==> src/rtl/fwd_scoreboard_pkg.sv <==
// ---------------------------------------------------------------------------
// fwd_scoreboard_pkg
//   Shared types and helpers for the forwarding scoreboard.
//   - forward_mux_code_e : select encoding used by the core's forwarding muxes
//     when FWD_DEPTH=2 (0 regfile, 1 EX/MEM, 2 MEM/WB).
//   - to_fwd_mux_code    : casts a raw scoreboard select into that encoding.
//   - opcode_e           : RV32 major opcodes.
//   - src_used_mask      : decodes which source operands an opcode reads.
// ---------------------------------------------------------------------------
package fwd_scoreboard_pkg;

   localparam int DEF_NUM_SRC    = 2;
   localparam int DEF_FWD_DEPTH  = 2;
   localparam int DEF_REG_ADDR_W = 5;
   localparam int DEF_LOAD_LAT   = 1;

   typedef enum logic [1:0] {
      ORIGINAL_SELECT  = 2'd0,
      EX_RESULT_SELECT = 2'd1,
      WB_RESULT_SELECT = 2'd2
   } forward_mux_code_e;

   typedef enum logic [6:0] {
      OPC_LOAD   = 7'b0000011,
      OPC_OPIMM  = 7'b0010011,
      OPC_AUIPC  = 7'b0010111,
      OPC_STORE  = 7'b0100011,
      OPC_OP     = 7'b0110011,
      OPC_LUI    = 7'b0110111,
      OPC_BRANCH = 7'b1100011,
      OPC_JALR   = 7'b1100111,
      OPC_JAL    = 7'b1101111
   } opcode_e;

   function automatic forward_mux_code_e to_fwd_mux_code(input logic [1:0] sel);
      return forward_mux_code_e'(sel);
   endfunction

   // bit0 = rs1 read, bit1 = rs2 read
   function automatic logic [1:0] src_used_mask(input logic [6:0] opcode);
      logic [1:0] m;
      case (opcode)
         OPC_BRANCH, OPC_STORE, OPC_OP: m = 2'b11;
         OPC_LOAD, OPC_JALR, OPC_OPIMM: m = 2'b01;
         default:                       m = 2'b00;
      endcase
      return m;
   endfunction

endpackage

==> src/rtl/fwd_scoreboard_src_match.sv <==
// ---------------------------------------------------------------------------
// fwd_src_match
//   Priority matcher for one source operand against the scoreboard.
//   Ports:
//     i_src      source register address
//     i_used     operand is actually read by the instruction
//     i_valid    per-entry valid bits (index 0 = youngest)
//     i_dest     per-entry destination registers
//     i_is_load  per-entry load flag
//     o_sel      0 = regfile, k+1 = forward from entry k
//     o_hazard   winning entry is a load whose data is not yet forwardable
// ---------------------------------------------------------------------------
module fwd_src_match #(
   parameter int FWD_DEPTH  = 2,
   parameter int REG_ADDR_W = 5,
   parameter int LOAD_LAT   = 1,
   parameter int FWD_SEL_W  = 2
) (
   input  logic [REG_ADDR_W-1:0]                i_src,
   input  logic                                 i_used,
   input  logic [FWD_DEPTH-1:0]                 i_valid,
   input  logic [FWD_DEPTH-1:0][REG_ADDR_W-1:0] i_dest,
   input  logic [FWD_DEPTH-1:0]                 i_is_load,
   output logic [FWD_SEL_W-1:0]                 o_sel,
   output logic                                 o_hazard
);

   logic [FWD_SEL_W-1:0] w_sel;
   logic                 w_hazard;

   // Scan oldest to youngest so the youngest match is the last one written.
   always_comb begin
      w_sel    = '0;
      w_hazard = 1'b0;
      for (int k = FWD_DEPTH - 1; k >= 0; k--) begin
         if (i_used && (i_src != '0) && i_valid[k] && (i_dest[k] == i_src)) begin
            w_sel    = FWD_SEL_W'(k + 1);
            w_hazard = i_is_load[k] && (k < LOAD_LAT);
         end
      end
   end

   assign o_sel    = w_sel;
   assign o_hazard = w_hazard;

endmodule

==> src/rtl/fwd_scoreboard.sv <==
// ---------------------------------------------------------------------------
// fwd_scoreboard
//   Shift-register scoreboard of in-flight destination registers behind ID.
//   Produces per-source forward selects and a load-use stall, combinationally
//   from the board and the ID inputs.
//   Ports:
//     clk, reset          rising-edge clock, async active-low reset
//     id_valid_ip         instruction present in ID
//     id_src_ip           packed source addresses, src i at [i*REG_ADDR_W +: REG_ADDR_W]
//     id_src_used_ip      per-source read mask
//     id_reg_write_ip     ID instruction writes back
//     id_is_load_ip       ID instruction is a load
//     id_dest_ip          ID destination register
//     flush_ip            kill the ID instruction
//     fwd_sel_op          per-source select (0 regfile, k = entry k-1)
//     stall_op            hold IF/ID, insert bubble
//   Optional (macro FWD_SCOREBOARD_STATS_EN):
//     stall_cnt_op        cycles with stall_op=1
//     fwd_cnt_op          accepted instructions that used any forward path
// ---------------------------------------------------------------------------
module fwd_scoreboard
   import fwd_scoreboard_pkg::*;
#(
   parameter  int NUM_SRC    = DEF_NUM_SRC,
   parameter  int FWD_DEPTH  = DEF_FWD_DEPTH,
   parameter  int REG_ADDR_W = DEF_REG_ADDR_W,
   parameter  int LOAD_LAT   = DEF_LOAD_LAT,
   localparam int FWD_SEL_W  = $clog2(FWD_DEPTH + 1)
) (
   input  logic                            clk,
   input  logic                            reset,
   input  logic                            id_valid_ip,
   input  logic [NUM_SRC*REG_ADDR_W-1:0]   id_src_ip,
   input  logic [NUM_SRC-1:0]              id_src_used_ip,
   input  logic                            id_reg_write_ip,
   input  logic                            id_is_load_ip,
   input  logic [REG_ADDR_W-1:0]           id_dest_ip,
   input  logic                            flush_ip,
   output logic [NUM_SRC*FWD_SEL_W-1:0]    fwd_sel_op,
   output logic                            stall_op
`ifdef FWD_SCOREBOARD_STATS_EN
   ,
   output logic [31:0]                     stall_cnt_op,
   output logic [31:0]                     fwd_cnt_op
`endif
);

   typedef struct packed {
      logic                  valid;
      logic [REG_ADDR_W-1:0] dest;
      logic                  is_load;
   } sb_entry_t;

   sb_entry_t [FWD_DEPTH-1:0]              r_board;
   sb_entry_t                              w_new;
   logic [FWD_DEPTH-1:0]                   w_valid;
   logic [FWD_DEPTH-1:0]                   w_is_load;
   logic [FWD_DEPTH-1:0][REG_ADDR_W-1:0]   w_dest;
   logic [NUM_SRC-1:0]                     w_hazard;
   logic                                   w_stall;
   logic                                   w_accept;

   genvar g;
   generate
      for (g = 0; g < FWD_DEPTH; g++) begin : g_unpack
         assign w_valid[g]   = r_board[g].valid;
         assign w_is_load[g] = r_board[g].is_load;
         assign w_dest[g]    = r_board[g].dest;
      end

      for (g = 0; g < NUM_SRC; g++) begin : g_src
         fwd_src_match #(
            .FWD_DEPTH  (FWD_DEPTH),
            .REG_ADDR_W (REG_ADDR_W),
            .LOAD_LAT   (LOAD_LAT),
            .FWD_SEL_W  (FWD_SEL_W)
         ) u_match (
            .i_src     (id_src_ip[g*REG_ADDR_W +: REG_ADDR_W]),
            .i_used    (id_src_used_ip[g]),
            .i_valid   (w_valid),
            .i_dest    (w_dest),
            .i_is_load (w_is_load),
            .o_sel     (fwd_sel_op[g*FWD_SEL_W +: FWD_SEL_W]),
            .o_hazard  (w_hazard[g])
         );
      end
   endgenerate

   // Flush beats stall: a killed instruction must not hold the front end.
   assign w_stall  = (|w_hazard) & id_valid_ip & ~flush_ip;
   assign stall_op = w_stall;
   assign w_accept = id_valid_ip & ~w_stall & ~flush_ip;

   // x0 writes are dropped so they can never shadow a real producer.
   always_comb begin
      w_new = '0;
      if (w_accept && id_reg_write_ip && (id_dest_ip != '0)) begin
         w_new.valid   = 1'b1;
         w_new.dest    = id_dest_ip;
         w_new.is_load = id_is_load_ip;
      end
   end

   always_ff @(posedge clk or negedge reset) begin
      if (!reset) begin
         r_board <= '0;
      end else begin
         for (int k = FWD_DEPTH - 1; k > 0; k--) r_board[k] <= r_board[k-1];
         r_board[0] <= w_new;
      end
   end

`ifdef FWD_SCOREBOARD_STATS_EN
   logic [31:0] r_stall_cnt;
   logic [31:0] r_fwd_cnt;

   always_ff @(posedge clk or negedge reset) begin
      if (!reset) begin
         r_stall_cnt <= '0;
         r_fwd_cnt   <= '0;
      end else begin
         if (w_stall)                   r_stall_cnt <= r_stall_cnt + 32'd1;
         if (w_accept && |fwd_sel_op)   r_fwd_cnt   <= r_fwd_cnt + 32'd1;
      end
   end

   assign stall_cnt_op = r_stall_cnt;
   assign fwd_cnt_op   = r_fwd_cnt;
`endif

endmodule
==> config.mk <==
export PLATFORM = sky130hd
export DESIGN_NAME = fwd_scoreboard
export DESIGN_NICKNAME = d
export VERILOG_FILES = /design/src/rtl/fwd_scoreboard_pkg.sv /design/src/rtl/fwd_scoreboard_src_match.sv /design/src/rtl/fwd_scoreboard.sv
export SDC_FILE = /design/constraint.sdc
export NUM_CORES = 1
export LEC_CHECK = 0
export BUFFER_PORTS_ARGS = -buffer_cell sky130_fd_sc_hd__buf_2
export CAP_MARGIN = 20
export CORE_MARGIN = 2
export CORE_UTILIZATION = 40
export CTS_BUF_LIST = sky130_fd_sc_hd__clkbuf_8
export CTS_CLUSTER_SIZE = 8
export DETAILED_ROUTE_END_ITERATION = 16
export GPL_TIMING_DRIVEN = 0
export HOLD_SLACK_MARGIN = 0.05
export PLACE_DENSITY = 0.75
export SYNTH_ARGS = -nofsm -noshare
export SYNTH_HDL_FRONTEND = slang
export SYNTH_SLANG_ARGS = --single-unit
==> constraint.sdc <==
create_clock -name clk -period 2.2 [get_ports clk]
set_input_delay 0.33 -clock clk [delete_from_list [all_inputs] [get_ports clk]]
set_output_delay 0.33 -clock clk [all_outputs]
set_load 0.05 [all_outputs]
# ---- Word-level counts from Yosys, hierarchy flattened
# Index checks and enable logic that the tools add are counted.
dict set report totals {
  ff_bits 13
  latchBits 0
  ramBits 0
  mem_bits_ro 0
  inputBits 23
  out_inout_bits 5
  word_cells 38
  mem_count 0
}
dict set report classes {
  addsub 0
  mul 0
  div 0
  order_cmp 0
  eq_ne 4
  n_shift 0
  mux 7
  bitwise_logic 6
  n_reduce_logical 16
}
# operator n
set op_table {}
lappend op_table {{$eq A5 B5 Y1} 4}
lappend op_table {{$reduce_bool A5 Y1} 3}
lappend op_table {{$logic_and A1 B1 Y1} 12}
lappend op_table {{$mux W2} 4}
lappend op_table {{$mux W7} 1}
lappend op_table {{$and A1 B1 Y1} 4}
lappend op_table {{$mux W1} 2}
lappend op_table {{$not A1 Y1} 2}
lappend op_table {{$reduce_or A2 Y1} 1}

# ---- Depth between registers and ports, before layout
# Gate-level depths: netlist of run 1.
dict set report logic_depth {
  ltp_word 14
  ltp_mapped 6
}

# ---- Hierarchy
# From an unflattened synthesis of run 1, not the netlist that was laid out.
dict set report unflattened {
  cells_unflattened 64
  area_unflattened_um2 762.0
}
# module n_inst cells_each area_per_inst_um2 seq_area_each_um2
set by_module_without_submodules {}
lappend by_module_without_submodules {fwd_scoreboard 1 26 436.7 350.3}
lappend by_module_without_submodules {fwd_src_match 2 19 162.7 0.0}

# ---- Worst setup path before layout of run 1
# Ideal clock, no wire load.
dict set report synth_path {
  kind {input-to-output}
  startpoint {input id_src_ip[4]}
  endpoint {output fwd_sel_op[1]}
  t_arrival_ps 2276
  required_time_ps 1870
  path_slack_ps -406
  stages 4
  n_path_buf 0
  path_cell_list {or4_4 o21ai_2 nor3_2 nor3_1}
}
dict set report synth_via {
  elab_chain_cells 6
  elab_cells_between_ends 10
}
# item line_no
set synth_rtl {}
lappend synth_rtl {{start, declared} fwd_scoreboard.sv:33} ;# input logic [NUM_SRC*REG_ADDR_W-1:0] id_src_ip,
lappend synth_rtl {{$reduce_bool A5 Y1} fwd_scoreboard_src_match.sv:36} ;# if (i_used && (i_src != '0) && i_valid[k] && (i_dest[k] == i_src)) begin
lappend synth_rtl {{$logic_and A1 B1 Y1 (3 in a row)} fwd_scoreboard_src_match.sv:36}
lappend synth_rtl {{$mux W2} fwd_scoreboard_src_match.sv:36}
lappend synth_rtl {{$mux W2 *} fwd_scoreboard_src_match.sv:36}
lappend synth_rtl {{end, declared} fwd_scoreboard.sv:39} ;# output logic [NUM_SRC*FWD_SEL_W-1:0] fwd_sel_op,
# Mark *: on every way between the ends. The rest lies on a longest branch, timed or not.

# ---- Worst setup path after layout of run 1
dict set report layout_path {
  startpoint {input id_src_ip[4]}
  endpoint {output stall_op}
}
dict set report layout_via {
  elab_chain_cells 8
  elab_cells_between_ends 9
}
# item line_no
set layout_rtl {}
lappend layout_rtl {{$reduce_bool A5 Y1} fwd_scoreboard_src_match.sv:36}
lappend layout_rtl {{$logic_and A1 B1 Y1 (2 in a row)} fwd_scoreboard_src_match.sv:36}
lappend layout_rtl {{$logic_and A1 B1 Y1 *} fwd_scoreboard_src_match.sv:36}
lappend layout_rtl {{$mux W1 *} fwd_scoreboard_src_match.sv:36}
lappend layout_rtl {{$reduce_or A2 Y1 *} fwd_scoreboard.sv:90} ;# assign w_stall = (|w_hazard) & id_valid_ip & ~flush_ip;
lappend layout_rtl {{$and A1 B1 Y1 * (2 in a row)} fwd_scoreboard.sv:90}
lappend layout_rtl {{end, declared} fwd_scoreboard.sv:40} ;# output logic stall_op
# Marks and branches as above.

==> out/results.ini, run 1 <==
[status]
status = completed

[worst_setup_path]
rr_startpoint = r_board[5]$_DFF_PN0_
cp-start-kind = input port
crit_fanout = 4
cpPeakStageDelay_ps = 530
critPathKind = in2out
critPathArrivalTime_ps = 1770
cp_slowest_cell = or4_4
worstRegToRegCells = 7
crit_chain = buf_2 -> or4_4 -> o21ai_2 -> nor3_2 -> o211a_1 -> buf_6 -> buf_8
end_kind = output port
critPathRequiredTime_ps = 1870
ff2ff_setup_slack_ps = 470
timing.rr.end = r_board[2]$_DFF_PN0_

[clock_tree]
clk_pin_slew_ps = 50
tritoncts = yes
cts_sinks = 13
clk_path_buf_depth = 2
clock_latency_ps = 230
clockRootBuffer = clkbuf_8
cts-buffers-inserted = 3
htree_levels = 1

[pwr]
p_per_area_mw_per_mm2 = 521
power_frac_seq_pct = 48.2
clkPwrFrac_pct = 37.6
p_switching_mw = 0.116
ir_drop_uv = 440
power.share.switching_pct = 22.2
combPwrFrac_pct = 14.2
power_leakage_nw = 0.496
intPower_mw = 0.406

[routing]
vias = 597
antenna_left = 0
vias_per_cell = 4.78
drt-initial-drc-count = 1
wl_per_cell_um = 11.3
post-route-drc-count = 0
wl_um = 1420
dr.pass1.iters = 3

[timing]
fin_skew_ps = 0.405
layout_min_cycle_time_ps = 2100
setup_viol = 0
grt_setup_unrepaired = false
fin_setup_tns_ps = 0
finalCritPeriodShare_pct = 95.2
worst_pin_slew_ps = 399
finalMaxSlewViolations = 0
timing.fmax_ghz = 0.477
relSlewSlack_pct = 73.4
finalHoldViolations = 0

[global_routing]
grt_pass1_wl_um = 2300
grt_max_degree = 14
grt_pass1_vias = 559
antenna_found_initial = 0
grt_overflow = 0
grt_usage_pct = 15.0

[synth]
synth_most_common_cell = dfrtp_1
synth-main-ff-cell = dfrtp_1
ys_async_sr_fraction_pct = 100
synth-simple-area-share_pct = 29.0
ys_ff_latch = 13
synth_compound_area_share_pct = 2.51
synth_area_leaders = dfrtp_1 (44%), xor2_1 (13%), xnor2_1 (11%), nor3b_2 (10%), nand2_1 (3.5%)
synth_edf_count = 0
synth_top_family_by_area = simple AND/OR/NAND/NOR gates
syn_inst = 66
ys_seq_area_share_pct = 43.6
muxShareOfSynthArea_pct = 0
ys_warn_count = 0
synthTopCellsByCount = dfrtp_1 (13), xor2_1 (11), xnor2_1 (9), nand2_1 (7), nor3b_2 (6)
synth_top_area_share_pct = 43.6
synthesis.area_um2 = 747
post-synth-top-area-cell = dfrtp_1
avgSynthCellArea_um2 = 11.3
netlist-cell-type-count = 18
syn-num-nets = 89
synthAdderAreaFrac_pct = 0
synth_xor_area_share_pct = 23.5

[cells_and_area]
top_regs = r_board: 13 flops
largest_register = r_board
fin_nets = 124
largest_register_ffs = 13
area_delta_synth_final_pct = 34.3
drive_gt1_share_pct = 45.0
antenna_cells = 0
final_cell_area_mm2 = 0.00100

[worst_hold_path]
min_path_cells = 3
hp-start = id_is_load_ip
min_path_type = in2reg
hold-path-endpoint = r_board[0]$_DFF_PN0_

[floorplan]
die_w_um = 47.2
core.rowCount = 15
fp.coreArea_mm2 = 0.00175
dieArea_mm2 = 0.00223
start_util_pct = 42.8
io_pins = 28
die_y_um = 47.2

[place]
post-dp-hpwl_um = 1190
io_buffers = 27
dpl-instance-area_um2 = 923
gp_congestion = 0.844

[flow_run]
maxCapViolCount = 0

[critical path: cells and delay by family]
kind,cells,cell delay [ps]
AND/OR/NAND/NOR,2,620
buffers and inverters,3,390
AO/OA/AOI/OAI,2,420
[area by class of cell]
class                      instances  area, um^2
clock buffer                       3        41.3
multi-input combinational         52         420
sequential                        13         325
fill                             159         742
timing repair buffer              30         170
clock inverter                     1        3.75
tap                               25        31.3
buffer                             1        11.3
[stage by stage]
step | hold slack (ps) | cells | worst slack, ps | total power, mW | utilization [%]
floorplan | 34.4 | 66 | 3.44 | 0.291 | -
global placement | 217 | 118 | 32.3 | 0.327 | 52.9
detailed placement | 223 | 118 | 21.3 | 0.329 | 52.9
CTS | 350 | 124 | 15.0 | 0.531 | 56.6
global route | 363 | 125 | 30.0 | 0.546 | 57.5
finish | 361 | 125 | 105 | 0.522 | 57.5
[power groups by stage]
stage	logic (mW)	registers (mW)	clock network, mW
global route	0.0823	0.253	0.211
floorplan	0.0360	0.255	0
finish	0.0742	0.252	0.196
detailed placement	0.0732	0.256	0
global placement	0.0709	0.256	0
CTS	0.0749	0.252	0.204
[per-layer routing]
metal | wire [um] | vias up | global-route usage (%)
met5 | 0 | - | 0
met1 | 610 | 278 | 18.9
li1 | - | 297 | -
met3 | 85 | 0 | 2.31
met2 | 722 | 22 | 25.5
met4 | 0 | 0 | 6.67
[repair_timing]
item	4_1_cts	5_1_grt
hold buffers	1	0
setup endpoints to repair	1	1
pin swaps	1	1
hold endpoints to repair	13	0
gates resized for setup	1	2
setup buffers	1	1
[cell usage in the layout (no fill, tap or decap), types with 2 or more instances in the layout]
cell and count:
buf_2 26, buf_4 2, clkbuf_8 3, dfrtp_1 13, nand2_1 7, nand3_1 2
nor2_1 2, nor3_1 2, nor3_2 3, nor3b_2 6, nor4_1 3, xnor2_1 9
xor2_1 11
[worst max-delay path by stage]
stage	depth (start not counted)	startpoint	end
6_report	7	id_src_ip[4]	stall_op
5_1_grt	6	r_board[5]$_DFF_PN0_	stall_op
4_1_cts	6	r_board[5]$_DFF_PN0_	stall_op
3_5_place_dp	7	id_src_ip[4]	stall_op
3_3_place_gp	7	id_src_ip[4]	stall_op
2_1_floorplan	4	id_src_ip[4]	fwd_sel_op[1]
[cells by family (layout without fill, tap and decap cells)]
family | Yosys count | in the layout
flops | 13 | 13
buf+inv | 1 | 35
compound gates | 2 | 2
xor+xnor | 20 | 20
simple gates | 30 | 30
(Power assumes the default switching activity.)
==> run 2, diff against run 1 <==
Settings changed: REMOVE_ABC_BUFFERS set to 1.
==> run 2 against run 1 <==
Wire length grew 4.2%; critical path type is now reg2out; largest cell class unchanged; die area is the same; total power grew 1.6%; final area is the same; sequential share of layout area unchanged; cell count rose by 0.80%.
==> out/results.ini, run 2 (synthesis results as in run 1) <==
[status]
status = completed

[worst_setup_path]
cp_slowest_cell = dfrtp_1
path_buf_inv = 1  ; -2
critPathArrivalTime_ps = 1750  ; -20 ps
critPathRequiredTime_ps = 1870  ; about the same
cpPeakStageDelay_ps = 410  ; -120 ps
crit_fanout = 5  ; +1
cp-start-kind = flip-flop
end_kind = output port
critPathKind = reg2out
crit_chain = xor2_1 -> nor4_1 -> and4_2 -> o211a_4 -> buf_6
ff2ff_setup_slack_ps = 550  ; +80 ps
cp_top_family = simple AND/OR/NAND/NOR gates
timing.rr.end = r_board[5]$_DFF_PN0_
worstRegToRegCells = 6  ; -1
rr_startpoint = r_board[5]$_DFF_PN0_

[routing]
vias_per_cell = 4.65  ; -2.6%
wl_per_cell_um = 11.7  ; +3.4%
post-route-drc-count = 0  ; unchanged
vias = 586  ; -1.8%
antenna_left = 0  ; unchanged
wl_um = 1480  ; +4.2%
dr.pass1.iters = 2  ; -1
drt-initial-drc-count = 1  ; unchanged

[clock_tree]
tritoncts = yes
clockRootBuffer = clkbuf_8
clk_path_buf_depth = 2  ; unchanged
cts_sinks = 13  ; unchanged
clk_pin_slew_ps = 50  ; about the same
clock_latency_ps = 240  ; about the same
cts-buffers-inserted = 3  ; unchanged
htree_levels = 1  ; unchanged

[global_routing]
grt_usage_pct = 14.6  ; -0.46 points
antenna_found_initial = 0  ; unchanged
grt_overflow = 0  ; unchanged
grt_pass1_wl_um = 2240  ; -3.0%
grt_pass1_vias = 577  ; +3.2%
grt_max_degree = 14  ; unchanged

[timing]
worst_pin_slew_ps = 393  ; -5.76 ps
setup_ws_ps = 124  ; +19.2 ps
layout_min_cycle_time_ps = 2080  ; -19.2 ps
relSlewSlack_pct = 73.7  ; +0.38 points
finalCritPeriodShare_pct = 94.4  ; -0.87 points
grt_setup_unrepaired = false
finalMaxSlewViolations = 0  ; unchanged
timing.fmax_ghz = 0.482  ; +0.92%
finalHoldViolations = 0  ; unchanged
fin_skew_ps = 1.96  ; +1.56 ps
setup_viol = 0  ; unchanged
fin_setup_tns_ps = 0  ; unchanged

[floorplan]
die_y_um = 47.2  ; unchanged
fp.coreArea_mm2 = 0.00175  ; unchanged
start_util_pct = 42.8  ; unchanged
core.rowCount = 15  ; unchanged
io_pins = 28  ; unchanged
die_w_um = 47.2  ; unchanged
dieArea_mm2 = 0.00223  ; unchanged

[worst_hold_path]
hold-path-endpoint = r_board[0]$_DFF_PN0_
min_path_type = in2reg
min_path_cells = 3  ; unchanged
hp-start = id_is_load_ip

[pwr]
power_leakage_nw = 0.493  ; -0.45%
ir_drop_uv = 403  ; -8.3%
p_per_area_mw_per_mm2 = 529  ; +1.6%

[cells_and_area]
final_common_cell = buf_2
area_delta_synth_final_pct = 34.3  ; unchanged
largest_register = r_board
layout_common_cells = buf_2 (26), dfrtp_1 (13), xor2_1 (11)
top_regs = r_board: 13 flops
drive_gt1_share_pct = 46.5  ; +1.5 points
antenna_cells = 0  ; unchanged
fill_cells = 148  ; -6.9%
final_util_pct = 57.5  ; unchanged
fin_nets = 125  ; +0.81%
largest_register_ffs = 13  ; unchanged

[place]
gp_congestion = 0.848  ; +0.43%
post-dp-hpwl_um = 1190  ; +0.40%
io_buffers = 27  ; unchanged
dp_slack_ps = -15.7  ; -36.9 ps

[flow_run]
maxCapViolCount = 0  ; unchanged

-- run 2: cell types whose count changed in the layout (fill, tap and decap cells not counted), sizes merged --
cell | before | now
clkinv | 0 | 1
inv | 1 | 0
buf | 30 | 31
-- run 2: cell type report --
class | count | area [um^2] | share of cell area (%)
Timing Repair Buffer | 32 | 181 | 18.1
Tap cell | 25 | 31.3 | 3.12
Clock buffer | 3 | 41.3 | 4.11
Clock inverter | 1 | 5.00 | 0.499
Sequential cell | 13 | 325 | 32.4
Multi-Input combinational cell | 52 | 419 | 41.8
-- run 2: worst register-to-register path, cell delays in order (launching register included) --
cell,delay [ps]
dfrtp_1,410
xor2_1,180
nor4_1,250
and4_2,310
o211a_4,200
buf_4,130
nor3b_2,40
-- run 2: what timing repair did --
item | CTS | global route
gates resized for setup | 5 | 0
hold buffers | 1 | 0
pin swaps | 0 | 0
buffers inserted | 0 | 4
hold endpoints to repair | 13 | 0
endpoints found under the setup margin | 1 | 1
gates cloned | 0 | 0
-- run 2: worst max-delay path by stage --
stage,from,end,depth (start not counted)
floorplan,id_src_ip[4],fwd_sel_op[1],4
global placement,id_src_ip[4],stall_op,6
detailed placement,id_src_ip[9],stall_op,6
CTS,r_board[5]$_DFF_PN0_,stall_op,5
global route,r_board[5]$_DFF_PN0_,stall_op,5
finish,r_board[5]$_DFF_PN0_,stall_op,5
-- run 2: metal layers --
layer	wire length [um]	GRT usage (%)	up-vias
li1	-	-	298
met1	663	17.0	260
met2	696	24.9	26
met3	96	1.15	2
met4	21	10.6	0
met5	0	0	-
-- run 2: power by group --
part / total (mW) / internal, mW / switching, mW
sequential: 0.252 / 0.246 / 0.00610
clock: 0.204 / 0.125 / 0.0797
combinational: 0.0741 / 0.0376 / 0.0365
total: 0.531 / 0.408 / 0.122
-- run 2: metrics by stage --
| stage | cell area (um^2) | power (mW) | instances | hold WS, ps |
|---|---|---|---|---|
| finish | 1000 | 0.531 | 126 | 351 |
| CTS | 973 | 0.538 | 122 | 348 |
| detailed placement | 902 | 0.329 | 117 | 224 |
| floorplan | 736 | 0.290 | 65 | 34.4 |
| global placement | 902 | 0.326 | 117 | 217 |
| global route | 1000 | 0.555 | 126 | 354 |
==> run 3, diff against run 2 <==
Settings changed: CORE_UTILIZATION 40 to 45, PLACE_DENSITY 0.75 to 0.85.
Clock period 2.2 ns to 1.7 ns, I/O delays scaled along.
==> run 3 against run 2 <==
The run now ends with negative setup slack left; critical path depth up 1; flip-flop and latch count unchanged; critical endpoint unchanged; register-to-register slack worse by 520 ps; clock power up 23%; first-iteration DRC count rose to 8.0 times the previous value; core utilization up 14 points; combinational power up 48%; worst hold slack worse by 65 ps.
==> out/results.ini, run 3 (synthesis results as in run 1) <==
[floorplan]
fp.coreArea_mm2 = 0.00152  ; -13%
die_y_um = 44.7  ; -5.2%
io_pins = 28  ; unchanged
dieArea_mm2 = 0.00200  ; -10%
die_w_um = 44.7  ; -5.2%
core.rowCount = 14  ; -1
start_util_pct = 49.0  ; +6.2 points

[timing]
worst_pin_slew_ps = 401  ; +8.07 ps
finalMaxSlewViolations = 0  ; unchanged
fin_setup_tns_ps = -815  ; -815 ps
setup_ws_ps = -233  ; -357 ps
finalHoldViolations = 0  ; unchanged
fin_skew_ps = 1.29  ; -0.669 ps
timing.fmax_ghz = 0.517
finalCritPeriodShare_pct = 114
layout_min_cycle_time_ps = 1930
grt_setup_unrepaired = true
setup_viol = 5  ; +5
relSlewSlack_pct = 73.2  ; -0.54 points

[clock_tree]
cts-buffers-inserted = 3  ; unchanged
htree_levels = 1  ; unchanged
cts_sinks = 13  ; unchanged
clockRootBuffer = clkbuf_8
clk_path_buf_depth = 2  ; unchanged
tritoncts = yes
clock_latency_ps = 230  ; about the same
clk_pin_slew_ps = 50  ; about the same

[routing]
drt-initial-drc-count = 8  ; +7
antenna_left = 0  ; unchanged
vias = 615  ; +4.9%
dr.pass1.iters = 4  ; +2
post-route-drc-count = 0  ; unchanged
wl_um = 1590  ; +7.4%
vias_per_cell = 5.17  ; +11%
wl_per_cell_um = 13.3  ; +14%

[global_routing]
grt_usage_pct = 18.2  ; +3.6 points
antenna_found_initial = 0  ; unchanged
grt_max_degree = 14  ; unchanged
grt_pass1_wl_um = 2580  ; +15%
grt_overflow = 0  ; unchanged
grt_pass1_vias = 652  ; +13%

[place]
gp_congestion = 0.790  ; -6.8%
dp.cells = 108  ; -7.7%
io_buffers = 27  ; unchanged
dpl-instance-area_um2 = 891  ; -1.2%
post-dp-hpwl_um = 1290  ; +8.2%
dp_slack_ps = -413  ; -398 ps

[flow_run]
maxCapViolCount = 0  ; unchanged

[pwr]
intPower_mw = 0.531  ; +30%
power.share.switching_pct = 22.6  ; -0.46 points
ir_drop_uv = 477  ; +18%
p_switching_mw = 0.155  ; +27%
combPwrFrac_pct = 16.0  ; +2.0 points
clkPwrFrac_pct = 36.4  ; -2.1 points
p_per_area_mw_per_mm2 = 631  ; +19%
total_power_mw = 0.687  ; +29%
power_frac_seq_pct = 47.6  ; about the same
power_leakage_nw = 0.526  ; +6.6%

[cells_and_area]
drive_gt1_share_pct = 51.5  ; +4.9 points
antenna_cells = 0  ; unchanged
area_delta_synth_final_pct = 45.7
fin_nets = 127  ; +1.6%
layout_common_cells = buf_2 (22), dfrtp_1 (13), xor2_1 (10)
fill_cells = 114  ; -23%
largest_register = r_board
largest_register_ffs = 13  ; unchanged
final_cell_area_mm2 = 0.00109  ; +8.5%
top_regs = r_board: 13 flops
final_common_cell = buf_2
final_cells = 119  ; -5.6%

[worst_setup_path]
cp-start-kind = flip-flop
critPathKind = reg2out
end_kind = output port
cp_slowest_cell = dfrtp_1
crit_fanout = 3  ; -2
cpPeakStageDelay_ps = 390  ; -20 ps
path_buf_inv = 2  ; +1
crit_chain = buf_4 -> xnor2_2 -> nand4_1 -> nor3_4 -> o211a_4 -> buf_8
critPathArrivalTime_ps = 1680  ; -70 ps
critPathRequiredTime_ps = 1440  ; -430 ps
cp_top_family = simple AND/OR/NAND/NOR gates

[status]
status = complete, but fails checks
violations = negative setup slack

[worst_hold_path]
min_path_type = in2reg

==> run 3: cell count changes in the layout (fill, tap and decap cells not counted), sizes merged <==
cell    before  now
clkinv       1    0
inv          0    1
buf         31   33
==> run 3: final timing paths <==
kind | start | end | slack [ps] | cells past startpoint
max in group asynchronous | reset | r_board[2]$_DFF_PN0_ | 1050 | 2
min in group asynchronous | reset | r_board[5]$_DFF_PN0_ | 440 | 2
worst max-delay path | r_board[3]$_DFF_PN0_ | stall_op | -230 | 6
worst max register to register | r_board[3]$_DFF_PN0_ | r_board[6]$_DFF_PN0_ | 30 | 7
worst min-delay path | id_is_load_ip | r_board[0]$_DFF_PN0_ | 290 | 3
worst min register to register | r_board[6]$_DFF_PN0_ | r_board[13]$_DFF_PN0_ | 420 | 0
==> run 3: metal layers <==
metal | vias to the layer above | routed length [um] | track usage, %
li1 | 301 | - | -
met1 | 291 | 578 | 19.8
met2 | 23 | 886 | 33.3
met3 | 0 | 122 | 3.20
met4 | 0 | 0 | 9.09
met5 | - | 0 | 0
==> run 3: power by group through the flow <==
stage | logic (mW) | clock network [mW] | registers, mW
CTS | 0.102 | 0.259 | 0.327
detailed placement | 0.0950 | 0 | 0.332
finish | 0.110 | 0.250 | 0.326
floorplan | 0.0460 | 0 | 0.330
global placement | 0.0908 | 0 | 0.331
global route | 0.122 | 0.274 | 0.327
==> run 3: final cells by class <==
cell class	instances	area, um^2	share of cell area (%)
multi-input cells	52	469	43.1
well taps	16	20.0	1.84
flip-flops and latches	13	325	29.9
clock inverters	1	3.75	0.345
repair buffers	34	229	21.0
clock buffers	3	41.3	3.79
==> run 3: worst register-to-register path, delay by kind of cell, from the launching register on <==
| family | cells | cell delay (ps) |
|---|---|---|
| xor gates and xnor gates | 1 | 110 |
| buffers and inverters | 2 | 330 |
| DFF | 1 | 390 |
| AOI/OAI and AO/OA | 1 | 220 |
| and+or+nand+nor | 3 | 490 |
==> run 3: repair_timing <==
item | 4_1_cts | 5_1_grt
setup endpoints to repair | 12 | 12
resized for setup | 15 | 7
hold endpoints to repair | 13 | 0
setup buffers | 3 | 3
cloned | 0 | 0
pin swaps | 7 | 6
hold buffers | 1 | 0
==> run 3: metrics by stage <==
stage               hold slack [ps]  util, %
floorplan                     -40.6        -
global placement                139     58.5
detailed placement              143     58.5
CTS                             281     67.3
global route                    284     71.4
finish                          286     71.4
